<file path="src/rtl/qed_dup_sequencer.sv">
// qed_dup_sequencer: drives exec_dup for the QED front end.
// It tracks how many originals are recorded but not yet replayed, and uses
// the same insert/delete rules as the paired instruction cache. It forces
// replay when the cache fills, pulses qed_ready when a replay drains, and
// sets a sticky error if the cache's vld_out ever disagrees with the model.
module qed_dup_sequencer #(
    parameter int ICACHE_DEPTH = 128,
    parameter int FILL_LIMIT   = 127,
    parameter int CNT_W        = 7
) (
    input  logic             clk,
    input  logic             rst,
    input  logic             IF_stall,
    input  logic [31:0]      ifu_qed_instruction,
    input  logic             qed_switch_req,
    input  logic             qic_vld,
    output logic             exec_dup,
    output logic             qed_ready,
    output logic [CNT_W-1:0] outstanding,
    output logic             qed_err
);

    typedef enum logic {
        ORIG = 1'b0,
        DUP  = 1'b1
    } state_t;

    // The ring keeps one slot empty, so "full" is one below the depth.
    localparam logic [CNT_W-1:0] FULL_CNT = CNT_W'(ICACHE_DEPTH - 1);
    localparam logic [CNT_W-1:0] FILL_CNT = CNT_W'(FILL_LIMIT);
    localparam logic [CNT_W-1:0] ONE_CNT  = CNT_W'(1);

    state_t           state;
    state_t           state_nxt;
    logic             is_nop;
    logic             ins;
    logic             del;
    logic [CNT_W-1:0] cnt_nxt;
    logic             ready_nxt;
    logic             err_nxt;

    // Only the opcode field matters for NOP detection.
    logic unused_instr_bits;
    assign unused_instr_bits = ^ifu_qed_instruction[31:7];

    // The phase register itself is the exec_dup output.
    assign exec_dup = (state == DUP);

    // Shadow of the cache's insert/delete rules, next-state and checker logic.
    always_comb begin
        state_nxt = state;
        ready_nxt = 1'b0;
        is_nop    = (ifu_qed_instruction[6:0] == 7'b1111111);
        ins       = ~rst & (state == ORIG) & ~is_nop & ~IF_stall
                    & (outstanding != FULL_CNT);
        del       = ~rst & (state == DUP) & (outstanding != '0) & ~IF_stall;
        cnt_nxt   = outstanding + CNT_W'(ins) - CNT_W'(del);
        err_nxt   = qed_err | (qic_vld != (ins | del));
        case (state)
            ORIG: begin
                // A request with nothing recorded is dropped, not remembered.
                if (~IF_stall && (qed_switch_req || (cnt_nxt >= FILL_CNT))
                    && (cnt_nxt != '0)) begin
                    state_nxt = DUP;
                end
            end
            DUP: begin
                // The last duplicate leaving the cache ends replay.
                if (del && (outstanding == ONE_CNT)) begin
                    state_nxt = ORIG;
                    ready_nxt = 1'b1;
                end
            end
            default: state_nxt = ORIG;
        endcase
    end

    // Register phase, count, ready pulse and sticky error; reset clears all.
    always_ff @(posedge clk) begin
        if (rst) begin
            state       <= ORIG;
            qed_ready   <= 1'b0;
            outstanding <= '0;
            qed_err     <= 1'b0;
        end else begin
            state       <= state_nxt;
            qed_ready   <= ready_nxt;
            outstanding <= cnt_nxt;
            qed_err     <= err_nxt;
        end
    end

endmodule

</file>
<file path="config.mk">
export PLATFORM = sky130hd
export DESIGN_NAME = qed_dup_sequencer
export DESIGN_NICKNAME = d
export VERILOG_FILES = /design/src/rtl/qed_dup_sequencer.sv
export SDC_FILE = /design/constraint.sdc
export NUM_CORES = 1
export LEC_CHECK = 0
export CAP_MARGIN = 25
export CORE_MARGIN = 8
export CORE_UTILIZATION = 33
export CTS_CLUSTER_SIZE = 28
export DETAILED_ROUTE_END_ITERATION = 8
export GPL_ROUTABILITY_DRIVEN = 1
export GPL_TIMING_DRIVEN = 1
export HOLD_SLACK_MARGIN = 0.08
export PLACE_DENSITY = 0.78
export SLEW_MARGIN = 10
export SYNTH_ARGS = -nofsm -noshare
export SYNTH_HDL_FRONTEND = slang
export SYNTH_SLANG_ARGS = --single-unit
</file>
<file path="constraint.sdc">
create_clock -name clk -period 3.4 [get_ports clk]
set_clock_uncertainty 0.15 [all_clocks]
set_input_delay 0.85 -clock clk [delete_from_list [all_inputs] [get_ports clk]]
set_output_delay 0.85 -clock clk [all_outputs]
set_load 0.005 [all_outputs]
</file>
==> impl_metrics.json <==
{
  "worst-r2r-setup-slack_ns": 0.27,
  "yosys.cell_types.count": 35,
  "fmaxAchievable_mhz": 302,
  "drt-pass1-iter-count": 4,
  "number_of_antenna_violations_at_the_first_check_in_global_routing": 0,
  "worst_r2r_path_depth": 15,
  "yosys_warnings": 0,
  "worst_min_delay_path_category": "flip-flop to flip-flop",
  "first_pass_grt_wire_length_um": 3590,
  "drt_iter0_drc": 11,
  "detail-route-antenna-nets": 0,
  "core_area_um2": 2230,
  "post-layout-total-power_mw": 1.24,
  "die-area_um2": 4190,
  "diodes": 0,
  "areaGrowthSynthToFinish_pct": 65.7,
  "required_ns": 3.41,
  "max_slew.worst_pin.slew_ns": 0.340,
  "top_level_ports": 47,
  "worst_setup_path_end_kind": "flip-flop",
  "postCtsHoldBufs": 0,
  "clock-root-buffer": "clkbuf_4",
  "dp_hpwl_um": 1620,
  "wire_per_inst_um": 14.4,
  "p_leak_nw": 0.572,
  "vias_per_cell": 5.08,
  "timing.critical_path.max_delay_family": "compound AO/OA/AOI/OAI gates",
  "seq_area_um2": 200,
  "clockBufferDepth": 2,
  "routabilityCongestion": 0.795,
  "synth_area_per_cell_um2": 9.21,
  "yosys.area_share.adder": 0.217,
  "critPathMaxStageDelay_ns": 0.34,
  "synth.area.mux_share": 0,
  "ys_ff_latch": 10,
  "run_status": "finished, final reports clean",
  "hold_crit_start": "qed_err",
  "final_min_period_over_clock_period": 0.973,
  "cell_type_of_the_slowest_stage_on_the_worst_timing_path": "fa_2",
  "drt-total-wl_um": 2270,
  "critPathKind": "input port to flip-flop",
  "setup-violations-final": 0,
  "start_util": 0.351,
  "synth.area.top_cells": "dfxtp_1 (26%), ha_1 (19%), inv_1 (5.3%)",
  "crit_path_cell_trace": "buf_2 -> nand2b_4 -> nor2_4 -> o21a_1 -> ha_1 -> inv_1 -> ha_2 -> inv_2 -> fa_2 -> nand2b_4 -> a21oi_4 -> xnor2_2 -> o41ai_2 -> o21ai_1 -> o2bb2ai_1",
  "multi_input_comb_area_um2": 634,
  "die_x_um": 64.7,
  "max_cap_violations": 0,
  "yosys.area.top_type": "dfxtp_1",
  "clock_insertion_delay_worst_skew_ns": 0.27,
  "layout-drive-gt1-share": 0.385,
  "holdPathStages": 2,
  "worstReg2RegEnd": "exec_dup",
  "worst_path_clk_slew_ns": 0.07,
  "hold_viol": 0,
  "finalMaxSlewViolations": 0,
  "grt_util_all_layers": 0.108,
  "mappedNetlistArea_um2": 783,
  "htree_depth": 1,
  "first_global_vias": 835,
  "synth-simple-area-share": 0.256,
  "finalCoreUtilization": 0.581,
  "grt_start_max_net_pins": 8,
  "setup_repair_after_global_routing_missed_its_margin": "true",
  "cp_data_arrival_time_ns": 3.32,
  "port_buffers": 21,
  "fillerInstances": 201,
  "core.rowCount": 17,
  "synth_xor_xnor_area_share": 0.0671,
  "worst_slew_margin_rel": 0.772,
  "critPathBufInv": 3,
  "finalNetCount": 181,
  "irDropWorstVdd_mv": 0.641,
  "min_to": "qed_err",
  "power_per_cell_area_nw_per_um2": 959,
  "syn_inst": 85,
  "path_common_cell": "nand2b_4",
  "critical_path_peak_fanout": 4,
  "overflow": 0,
  "routed-via-count": 803,
  "cts_tree": "yes",
  "tritoncts_num_sinks": 10,
  "synth_compound_area_frac": 0.147,
  "layout_min_cycle_time_ns": 3.31,
  "combinational_family_with_the_most_area_after_synthesis": "simple AND/OR/NAND/NOR gates",
  "die-height_um": 64.7,
  "setup.worst_path.start": "rst",
  "syn-num-nets": 135,
  "seq_area_frac_synth": 0.256,
  "synth.top_cell.area_share": 0.256,
  "numCtsBuffers": 3,
  "drcViolationCount": 0,
  "setup.worst_path.start_class": "input port",
  "rr_startpoint": "outstanding[3]"
}
==> cells by family (layout without fill, tap and decap cells) <==
logic type      after synthesis  in the layout
simple gates                 33             33
xor+xnor                      6              6
fa+ha+maj                    13             13
compound gates               11             11
buf+inv                      12             57
flops                        10             10
==> worst max-delay path by stage <==
stage                to  slack (ns)  cells after the start
2_1_floorplan  exec_dup       0.001                     15
4_1_cts        exec_dup        0.02                     15
3_3_place_gp   exec_dup       -0.50                     15
3_5_place_dp   exec_dup       -0.53                     14
6_report       exec_dup        0.09                     15
5_1_grt        exec_dup       -0.03                     15
==> tightest hold or removal path: cells and delay by family, from the launching register on <==
kind             cells  cell delay (ns)
AND/OR/NAND/NOR      2             0.13
flip-flops           1             0.31
==> synth_stat cells <==
cell       count
a41oi_1        1
nor4_1         1
o2bb2ai_1      1
nor3_1         1
nor3_2         1
fa_1           1
o21a_1         1
and4_1         1
inv_1         11
a311oi_1       1
nand4_1        2
nand2b_1       2
dfxtp_1       10
and4_2         1
o41ai_2        1
and3b_1        1
nand3_1        1
clkbuf_1       1
nand2_1        2
xor2_1         2
a2111o_1       1
a21oi_2        1
nor3b_1        1
and4bb_1       1
nor2b_1        4
nand3b_1       1
xnor2_1        4
nor2_1        11
o211ai_1       1
a2111oi_4      1
ha_1          12
nand3_2        1
a21oi_1        1
and2b_4        1
o21ai_1        1
==> sequential cells by signal (all words and copies together) (netlist names) <==
signal and count:
qed_ready 1, qed_err 1, exec_dup 1, outstanding 7
==> power by group <==
| part | internal [mW] | leakage (nW) | switching [mW] |
|---|---|---|---|
| logic | 0.492 | 0.468 | 0.427 |
| clock network | 0.0650 | 0.0210 | 0.0444 |
| registers | 0.161 | 0.0826 | 0.0552 |
==> layout make-up <==
cell class / instances / share of cell area
inverters: 11 / 0.0318
well taps: 28 / 0.0270
multi-input cells: 63 / 0.489
flip-flops and latches: 10 / 0.154
clock buffers: 4 / 0.0280
repair buffers: 42 / 0.270
==> stage by stage <==
step                area, µm²  hold WS, ns  setup WS [ns]  std cells  TNS [ns]
detailed placement       1130        0.328         -0.530        141     -1.02
global route             1300        0.358        -0.0300        158   -0.0300
global placement         1130        0.302         -0.495        141    -0.920
CTS                      1280        0.345         0.0191        159         0
finish                   1300        0.336         0.0910        158         0
floorplan                 833        0.312        0.00145         85         0
==> layer usage <==
| layer | GRT usage | wire [µm] | vias to the layer above |
|---|---|---|---|
| met2 | 0.196 | 1180 | 30 |
| met4 | 0.0681 | 106 | 0 |
| met5 | 0 | 0 | - |
| met1 | 0.107 | 856 | 377 |
| li1 | - | - | 385 |
| met3 | 0.0275 | 128 | 11 |
==> layout by cell type, fill, tap and decap left out, types with 2 or more instances in the layout <==
cell type        count
buf_4               20
clkdlybuf4s50_1     12
inv_1               10
nor2_1              10
ha_1                10
dfxtp_1             10
nor2b_1              4
clkbuf_4             3
clkbuf_2             3
dlygate4sd2_1        3
buf_6                3
nand4_1              2
nand2b_4             2
nand2_1              2
xnor2_1              2
xnor2_2              2
==> timing repair <==
item | in CTS | in global routing
gates resized for setup | 15 | 18
pin swaps | 10 | 14
endpoints found under the setup margin | 2 | 2
buffers inserted | 14 | 0
cloned | 0 | 0
Note: power is estimated with default switching activity, not from simulation.
